**src/rtl/button_conditioner.sv**
```systemverilog
// Turns raw, bouncing push-buttons into clean debounced levels plus one-cycle
// press, release and hold-to-repeat pulses; every bit is an independent channel.
module button_conditioner #(
    parameter int NUM_BTN         = 5,
    parameter int DEBOUNCE_CYCLES = 4,
    parameter int REPEAT_DELAY    = 400,
    parameter int REPEAT_PERIOD   = 100
) (
    input  logic               single_pulse_clk,
    input  logic               reset,
    input  logic [NUM_BTN-1:0] btn_raw,
    input  logic [NUM_BTN-1:0] repeat_en,
    output logic [NUM_BTN-1:0] btn_level,
    output logic [NUM_BTN-1:0] btn_pulse,
    output logic [NUM_BTN-1:0] btn_release
);

    localparam int CNT_W    = $clog2(DEBOUNCE_CYCLES + 1);
    localparam int HOLD_MAX = (REPEAT_DELAY > REPEAT_PERIOD) ? REPEAT_DELAY : REPEAT_PERIOD;
    localparam int HOLD_W   = (HOLD_MAX > 1) ? $clog2(HOLD_MAX) : 1;

    localparam logic [CNT_W-1:0]  DB_LAST     = CNT_W'(DEBOUNCE_CYCLES - 1);
    localparam logic [HOLD_W-1:0] DELAY_LAST  = HOLD_W'(REPEAT_DELAY - 1);
    localparam logic [HOLD_W-1:0] PERIOD_LAST = HOLD_W'(REPEAT_PERIOD - 1);

    typedef enum logic [1:0] {
        RELEASED,
        PRESSED,
        REPEATING
    } btn_state_t;

    logic [NUM_BTN-1:0] sync_s1;
    logic [NUM_BTN-1:0] sync_s2;

    always_ff @(posedge single_pulse_clk or posedge reset) begin
        if (reset) begin
            sync_s1 <= '0;
            sync_s2 <= '0;
        end else begin
            // NOTE: non-blocking assignments make s2 take the old s1, giving a true two-stage chain.
            sync_s1 <= btn_raw;
            sync_s2 <= sync_s1;
        end
    end

    for (genvar i = 0; i < NUM_BTN; i++) begin : g_chan
        btn_state_t        state_q, state_d;
        logic [CNT_W-1:0]  db_cnt_q, db_cnt_d;
        logic [HOLD_W-1:0] hold_q, hold_d;
        logic              level_q, level_d;
        logic              pulse_q, pulse_d;
        logic              release_q, release_d;
        logic              toggle;

        always_ff @(posedge single_pulse_clk or posedge reset) begin
            if (reset) begin
                state_q   <= RELEASED;
                db_cnt_q  <= '0;
                hold_q    <= '0;
                level_q   <= 1'b0;
                pulse_q   <= 1'b0;
                release_q <= 1'b0;
            end else begin
                state_q   <= state_d;
                db_cnt_q  <= db_cnt_d;
                hold_q    <= hold_d;
                level_q   <= level_d;
                pulse_q   <= pulse_d;
                release_q <= release_d;
            end
        end

        always_comb begin
            // NOTE: every signal gets a default first so no path through the block infers a latch.
            state_d   = state_q;
            db_cnt_d  = db_cnt_q;
            hold_d    = hold_q;
            level_d   = level_q;
            pulse_d   = 1'b0;
            release_d = 1'b0;
            toggle    = 1'b0;

            if (sync_s2[i] == level_q) begin
                db_cnt_d = '0;
            end else if (db_cnt_q == DB_LAST) begin
                db_cnt_d = '0;
                level_d  = ~level_q;
                toggle   = 1'b1;
            end else begin
                db_cnt_d = db_cnt_q + CNT_W'(1);
            end

            // A debounced fall wins over any repeat tick due on the same edge.
            case (state_q)
                RELEASED: begin
                    if (toggle) begin
                        state_d = PRESSED;
                        pulse_d = 1'b1;
                        hold_d  = '0;
                    end
                end
                PRESSED: begin
                    if (toggle) begin
                        state_d   = RELEASED;
                        release_d = 1'b1;
                        hold_d    = '0;
                    end else if (hold_q == DELAY_LAST) begin
                        if (repeat_en[i]) begin
                            state_d = REPEATING;
                            pulse_d = 1'b1;
                            hold_d  = '0;
                        end
                    end else begin
                        hold_d = hold_q + HOLD_W'(1);
                    end
                end
                REPEATING: begin
                    if (toggle) begin
                        state_d   = RELEASED;
                        release_d = 1'b1;
                        hold_d    = '0;
                    end else if (hold_q == PERIOD_LAST) begin
                        if (repeat_en[i]) begin
                            pulse_d = 1'b1;
                            hold_d  = '0;
                        end
                    end else begin
                        hold_d = hold_q + HOLD_W'(1);
                    end
                end
                default: begin
                    state_d = RELEASED;
                    hold_d  = '0;
                end
            endcase
        end

        assign btn_level[i]   = level_q;
        assign btn_pulse[i]   = pulse_q;
        assign btn_release[i] = release_q;
    end

endmodule

```
**config.mk**
```make
export PLATFORM = sky130hd
export DESIGN_NAME = button_conditioner
export DESIGN_NICKNAME = d
export VERILOG_FILES = /design/src/rtl/button_conditioner.sv
export SDC_FILE = /design/constraint.sdc
export NUM_CORES = 1
export LEC_CHECK = 0
export CORE_MARGIN = 5
export CORE_UTILIZATION = 65
export DETAILED_ROUTE_END_ITERATION = 6
export GPL_ROUTABILITY_DRIVEN = 0
export PLACE_DENSITY = 0.95
export SLEW_MARGIN = 0
export SYNTH_ARGS = -nofsm -noshare
export SYNTH_HDL_FRONTEND = slang
export SYNTH_SLANG_ARGS = --single-unit
```
**constraint.sdc**
```tcl
create_clock -name single_pulse_clk -period 6.25 [get_ports single_pulse_clk]
set_clock_uncertainty 0.05 [all_clocks]
set_input_delay 0.9375 -clock single_pulse_clk [delete_from_list [all_inputs] [get_ports single_pulse_clk]]
set_output_delay 0.9375 -clock single_pulse_clk [all_outputs]
set_load 0.01 [all_outputs]
```
==> metrics.txt, run 1 <==
status finished, final reports clean; WL/cell 16.84 um; CP Class flip-flop to output pin; Most Used Layer, Global Route met2; met2 GRT Util 0.4039; Worst slew margin 0.3960; post-route setup slack 3884 ps; vias in the first global route 4,268; Syn Nets 596; WP data required 5260 ps; Min-Delay Path Class flip-flop to flip-flop; placed cell areas 0.005673 mm^2; GRT Total Usage 0.2320; total power 2.133 mW; PortBufs 26; Mapped Area 0.005418 mm^2; Final Hold Fails 0; CTS Sinks 95; DRT iter0 DRCs 326; Peak Freq 0.4227 GHz; Post-CTS Setup Bufs 0; Initial Utilization 0.6627; Async S/R FF share, synth 1.000; grt met3 use 0.05165; Setup crit start g_chan[0].level_q$_DFFE_PP0P_; share of layout cells above drive strength 1 0.07130; pwr/cell area 361.1 mW/mm^2; Worst setup EP type output pin; Core ar. 0.008175 mm^2; Setup TNS 0 ps; crit-path leading delay family buffers and inverters; CP max stage delay 580 ps; CTS buffer count 9; met1 Use GR 0.2759; Ys Warns 0; overflow left after global routing 0; Worst Hold Launch sync_s1[4]$_DFF_PP0_; worst vdd rail ir drop 0.2708 mV; pre-CTS setup slack 3680 ps; Die Y 101.3 um; DRC 0; Final min period 2366 ps; sequential share of the synthesized area 0.4388; Mapped Cells 554; Post-synth EDFFs 0; worst endpoint data arrival time 1380 ps; CP Max Fanout 4; Area Growth Syn to Fin 9.007%; area of the die 0.01026 mm^2; HPWL Detailed 8140 um; nets 614; static leakage 2.648 nW; # rows 33; clk slew on worst S/H paths 90 ps; # hold bufs at CTS 0; Worst-Skew Late Latency 350 ps; RSZ-0062 raised after global routing false; H-tree lvl count 3; Routed WL 11,450 um; # diodes 0; Setup-failing EPs final 0; placed cells 666; CTS Buffer Depth 2; Startpoint Class flip-flop; Worst Path Buf+Inv 1; CP max-delay cell clkdlybuf4s50_1; DR vias 4,376; cts repair resizes 0; Synth cell types 71; initial antenna violation count 0; largest net degree at the start of global routing 77; FILL cells 560; DRT Pass-1 Iters 5; max-slew violation count 0; Yosys reg bits 95; syn_area_per_cell 9.779 um^2; Top FF cell, synth dfrtp_1; final instance area 0.005906 mm^2; Antenna Nets Post-Route 0; Max Cap Viol 0; crit-path cells clkdlybuf4s50_1; Layout Cells excl Fill 680; first-pass GRT wire length 19,320 um; CTS tree yes; Die X 101.3 um; crit share post-route 0.3785; reg-to-reg critical path startpoint g_chan[4].hold_q[1]$_DFFE_PP0P_; IO Count 27; worst slew pin tran 906.0 ps; CTS root buffer clkbuf_8; vias per cell 6.435
power breakdown:
part	switching (mW)	total (mW)	internal [mW]
Sequential	0.0906	0.803	0.713
Combinational	0.541	0.851	0.310
Clock	0.206	0.478	0.272
Total	0.838	2.13	1.29
worst paths after layout:
kind	endpoint	slack, ps	cells after the start
hold reg to reg	sync_s2[4]$_DFF_PP0_	300	0
hold / removal	sync_s2[4]$_DFF_PP0_	300	0
max in group asynchronous	sync_s2[2]$_DFF_PP0_	4160	3
min in group asynchronous	g_chan[3].hold_q[8]$_DFFE_PP0P_	810	2
setup / recovery	btn_level[0]	3880	1
setup reg to reg	g_chan[4].hold_q[5]$_DFFE_PP0P_	3900	6
area by class of cell:
| type | instances | area [um^2] | share of cell area |
|---|---|---|---|
| Inverter | 29 | 111.4 | 0.01886 |
| Sequential cell | 95 | 2377 | 0.4025 |
| Timing Repair Buffer | 27 | 267.8 | 0.04534 |
| Clock inverter | 4 | 95.09 | 0.01610 |
| Multi-Input combinational cell | 410 | 2785 | 0.4716 |
| Clock buffer | 10 | 137.6 | 0.02331 |
| Tap cell | 105 | 131.4 | 0.02225 |
routing by layer:
metal | routed length [um] | up-vias
met3 | 600 | 40
met5 | 0 | -
met4 | 330 | 0
li1 | - | 2078
met2 | 5726 | 160
met1 | 4791 | 2098
state kept, by name, summed over array words and instances, names as in the netlist:
signal and flops:
g_chan.hold_q 45, g_chan.db_cnt_q 15, sync_s2 5, g_chan.state_q 10, sync_s1 5, g_chan.pulse_q 5
g_chan.release_q 5, g_chan.level_q 5
layout by cell type (no fill, tap or decap), types with 8 or more instances in the layout:
master / n
inv_1: 28
nand3_1: 35
clkbuf_8: 10
a31oi_1: 15
clkdlybuf4s50_1: 26
o21ai_0: 21
ha_1: 30
nor2b_1: 9
a22o_1: 12
nor3_1: 14
nand2_1: 51
o21ai_1: 17
a21oi_1: 14
nor3b_1: 8
nor2_1: 32
and3_1: 13
dfrtp_1: 95
per-stage QoR:
stage / hold WS, ps / utilization
detailed placement: 284.7 / 0.6939
floorplan: 281.2 / -
CTS: 308.4 / 0.7224
global placement: 283.3 / 0.6939
finish: 303.5 / 0.7224
global route: 316.9 / 0.7224
Yosys cell counts, drive strengths merged (4+ instances only):
cell      n  area share
nand2b    4      0.0046
nand3    35       0.032
nand4     4      0.0046
a21oi    14       0.013
inv      29       0.020
nor4bb    4      0.0074
a21boi    7      0.0097
buf      17       0.025
nor3b     9       0.013
o32ai     5      0.0095
and4b     4      0.0074
a22o     12       0.019
o2111ai   4      0.0065
o22ai     5      0.0069
and3     15       0.018
a21o      6      0.0083
xnor2     8       0.014
a211o     7       0.011
nor3     14       0.013
o21ai    40       0.041
nand2    51       0.035
and2      6      0.0074
nor2     34       0.024
dfrtp    95        0.44
a31oi    15       0.017
xor2      5      0.0081
a22oi     4      0.0055
nor2b     9       0.010
a31o      6      0.0097
nor4      6      0.0081
mux2      4      0.0083
ha       30       0.069
cell families (layout without fill, tap and decap cells):
logic type / count (synthesis) / after routing / synth area share
adders and majority gates: 30 / 30 / 0.06928
DFF: 95 / 95 / 0.4388
AOI/OAI and AO/OA: 149 / 149 / 0.1958
and+or+nand+nor: 212 / 212 / 0.2145
xor gates and xnor gates: 13 / 13 / 0.02240
buffers and inverters: 49 / 70 / 0.04711
muxes: 6 / 6 / 0.01201
Note: power is estimated with default switching activity, not from simulation.
==> run 2, diff against run 1 <==
Settings changed: CORE_UTILIZATION 65 to 55, PLACE_DENSITY 0.95 to 0.89.
Clock period 6.25 ns to 2.05 ns, I/O delays scaled along.
==> run 2 against run 1 <==
Net effect: the flow now finishes with violations (negative setup slack); wire length is 7.8% higher; non-clock buffer count is 42 higher; sequential power grew to 3.0 times the previous value; hold slack better by 7.8 ps; flip-flop and latch count stayed put; worst setup slack worse by 3900 ps; design area is 9.0% higher; via count is 5.9% higher; power grew to 3.2 times the previous value; global-route usage is 2.0 points lower; largest cell class unchanged.
==> metrics.txt, run 2 (same netlist as run 1, synthesis figures left out) <==
status finished, violations left; failing checks negative setup slack; initial antenna violation count 0 (unchanged); RSZ-0062 raised after global routing true; reg-to-reg critical path startpoint g_chan[4].hold_q[1]$_DFFE_PP0P_; Largest Register g_chan.hold_q; most common cell after layout, fill and taps aside dfrtp_1; Min-Delay Path Class flip-flop to flip-flop; Die Y 109.3 um (+7.9%); worst vdd rail ir drop 0.4989 mV (+84%); post-route setup slack -35.38 ps (-3920 ps); max-slew violation count 0 (unchanged); met2 GRT Util 0.3596 (-0.04427); hold path depth 0 (unchanged); worst slew pin tran 576.9 ps (-329.1 ps); biggest regs g_chan.hold_q (45), g_chan.db_cnt_q (15), g_chan.state_q (10); largest net degree at the start of global routing 96 (+25%); Setup crit start g_chan[4].hold_q[1]$_DFFE_PP0P_; Final min period 2085 ps; Final Hold Fails 0 (unchanged); Max Cap Viol 0 (unchanged); commonest cells after routing, fill and taps aside dfrtp_1 (95), nand2_1 (50), buf_4 (41), nand3_1 (35), nor2_1 (31); Initial Utilization 0.5594 (-0.1033); CP Max Fanout 6 (+2); pwr/cell area 1048 mW/mm^2 (+190%); CTS buffer count 9 (unchanged); Worst Hold Launch sync_s1[2]$_DFF_PP0_; crit share post-route 1.017; area of the die 0.01194 mm^2 (+16%); Die X 109.3 um (+7.9%); DRT Pass-1 Iters 5 (unchanged); static leakage 2.875 nW (+8.6%); GRT Total Usage 0.2124 (-0.01958); DRC 0 (unchanged); Startpoint Class flip-flop; CP Class flip-flop to flip-flop; Setup-failing EPs final 3 (+3); DR vias 4,633 (+5.9%); vias per cell 6.161 (-4.3%); IO Count 27 (unchanged); PortBufs 26 (unchanged); nets 656 (+6.8%); DRT iter0 DRCs 484 (+48%); reg2reg setup slack -40 ps (-3940 ps); # hold bufs at CTS 0 (unchanged); share of layout cells above drive strength 1 0.1809 (+0.1096); grt met3 use 0.03434 (-0.01731); Core ar. 0.009684 mm^2 (+18%); WL/cell 16.41 um (-2.5%); vias in the first global route 4,457 (+4.4%); total power 6.747 mW (+220%); CTS root buffer clkbuf_8; clk slew on worst S/H paths 100 ps (about the same); Antenna Nets Post-Route 0 (unchanged); Routed WL 12,340 um (+7.8%); WP data required 2300 ps (-2960 ps); Area Growth Syn to Fin 18.82%; worst endpoint data arrival time 2340 ps (+960 ps); Worst R2R Path Depth 6 (unchanged); Peak Freq 0.4795 GHz; Worst slew margin 0.6128 (+0.2168); overflow left after global routing 0 (unchanged); # diodes 0 (unchanged); max reg flops 45 (unchanged); # rows 36 (+9.1%); Most Used Layer, Global Route met2; Worst-Skew Late Latency 370 ps (+20 ps); hold endpoint sync_s2[2]$_DFF_PP0_; met1 Use GR 0.2715 (-0.004357); CTS Sinks 95 (unchanged); CTS Buffer Depth 2 (unchanged); HPWL Detailed 8488 um (+4.3%); CTS tree yes; Worst setup EP type flip-flop; worst reg2reg path endpoint g_chan[4].hold_q[1]$_DFFE_PP0P_; H-tree lvl count 3 (unchanged); Setup TNS -65.55 ps (-65.55 ps); first-pass GRT wire length 20,490 um (+6.0%)
[run 2: metrics by stage]
stage / instances / utilization / setup WS [ps] / area [um^2] / hold slack, ps
6_report: 752 / 0.6647 / -35.38 / 6437 / 311.4
3_3_place_gp: 728 / 0.6191 / -46.68 / 5996 / 285.3
2_1_floorplan: 554 / - / -4.479 / 5440 / 281.2
4_1_cts: 744 / 0.6443 / -18.96 / 6240 / 310.4
5_1_grt: 752 / 0.6647 / -115.1 / 6437 / 313.2
3_5_place_dp: 728 / 0.6191 / -89.26 / 5996 / 289.5
[run 2: how the worst max path moves through the flow]
| stage | end | depth (start not counted) |
|---|---|---|
| final | g_chan[4].hold_q[1]$_DFFE_PP0P_ | 6 |
| after global routing | g_chan[4].hold_q[1]$_DFFE_PP0P_ | 6 |
| after CTS | g_chan[4].hold_q[1]$_DFFE_PP0P_ | 6 |
| after detailed placement | g_chan[4].hold_q[1]$_DFFE_PP0P_ | 6 |
| after global placement | g_chan[4].hold_q[1]$_DFFE_PP0P_ | 6 |
| after floorplan | g_chan[4].hold_q[0]$_DFFE_PP0P_ | 6 |
[run 2: layout make-up]
class / count / area (um^2)
sequential: 95 / 2377
clock inverter: 6 / 70.07
tap: 133 / 166.4
clock buffer: 10 / 137.6
multi-input combinational: 410 / 2974
timing repair buffer: 69 / 599.3
inverter: 29 / 112.6
fill: 715 / 3247
[run 2: power breakdown]
group          total, mW  internal, mW  switching, mW
clock network       1.28         0.601          0.676
logic               3.04          1.24           1.80
registers           2.44          2.17          0.263
[run 2: worst max-delay path, cell delays in order, from the launching register on]
cell,delay (ps)
dfrtp_1,400
ha_4,170
or4b_4,500
or4_4,460
o32ai_4,160
a31oi_2,140
o21ai_1,130
[run 2: timing repair]
action | 4_1_cts | 5_1_grt
pin swaps | 4 | 5
resized for setup | 4 | 30
setup buffers | 0 | 8
endpoints found under the setup margin | 8 | 35
[run 2: routing by layer]
metal | share of wire | vias up
met5 | 0 | -
met4 | 0.024 | 0
met3 | 0.047 | 34
met2 | 0.51 | 178
met1 | 0.42 | 2254
li1 | - | 2167
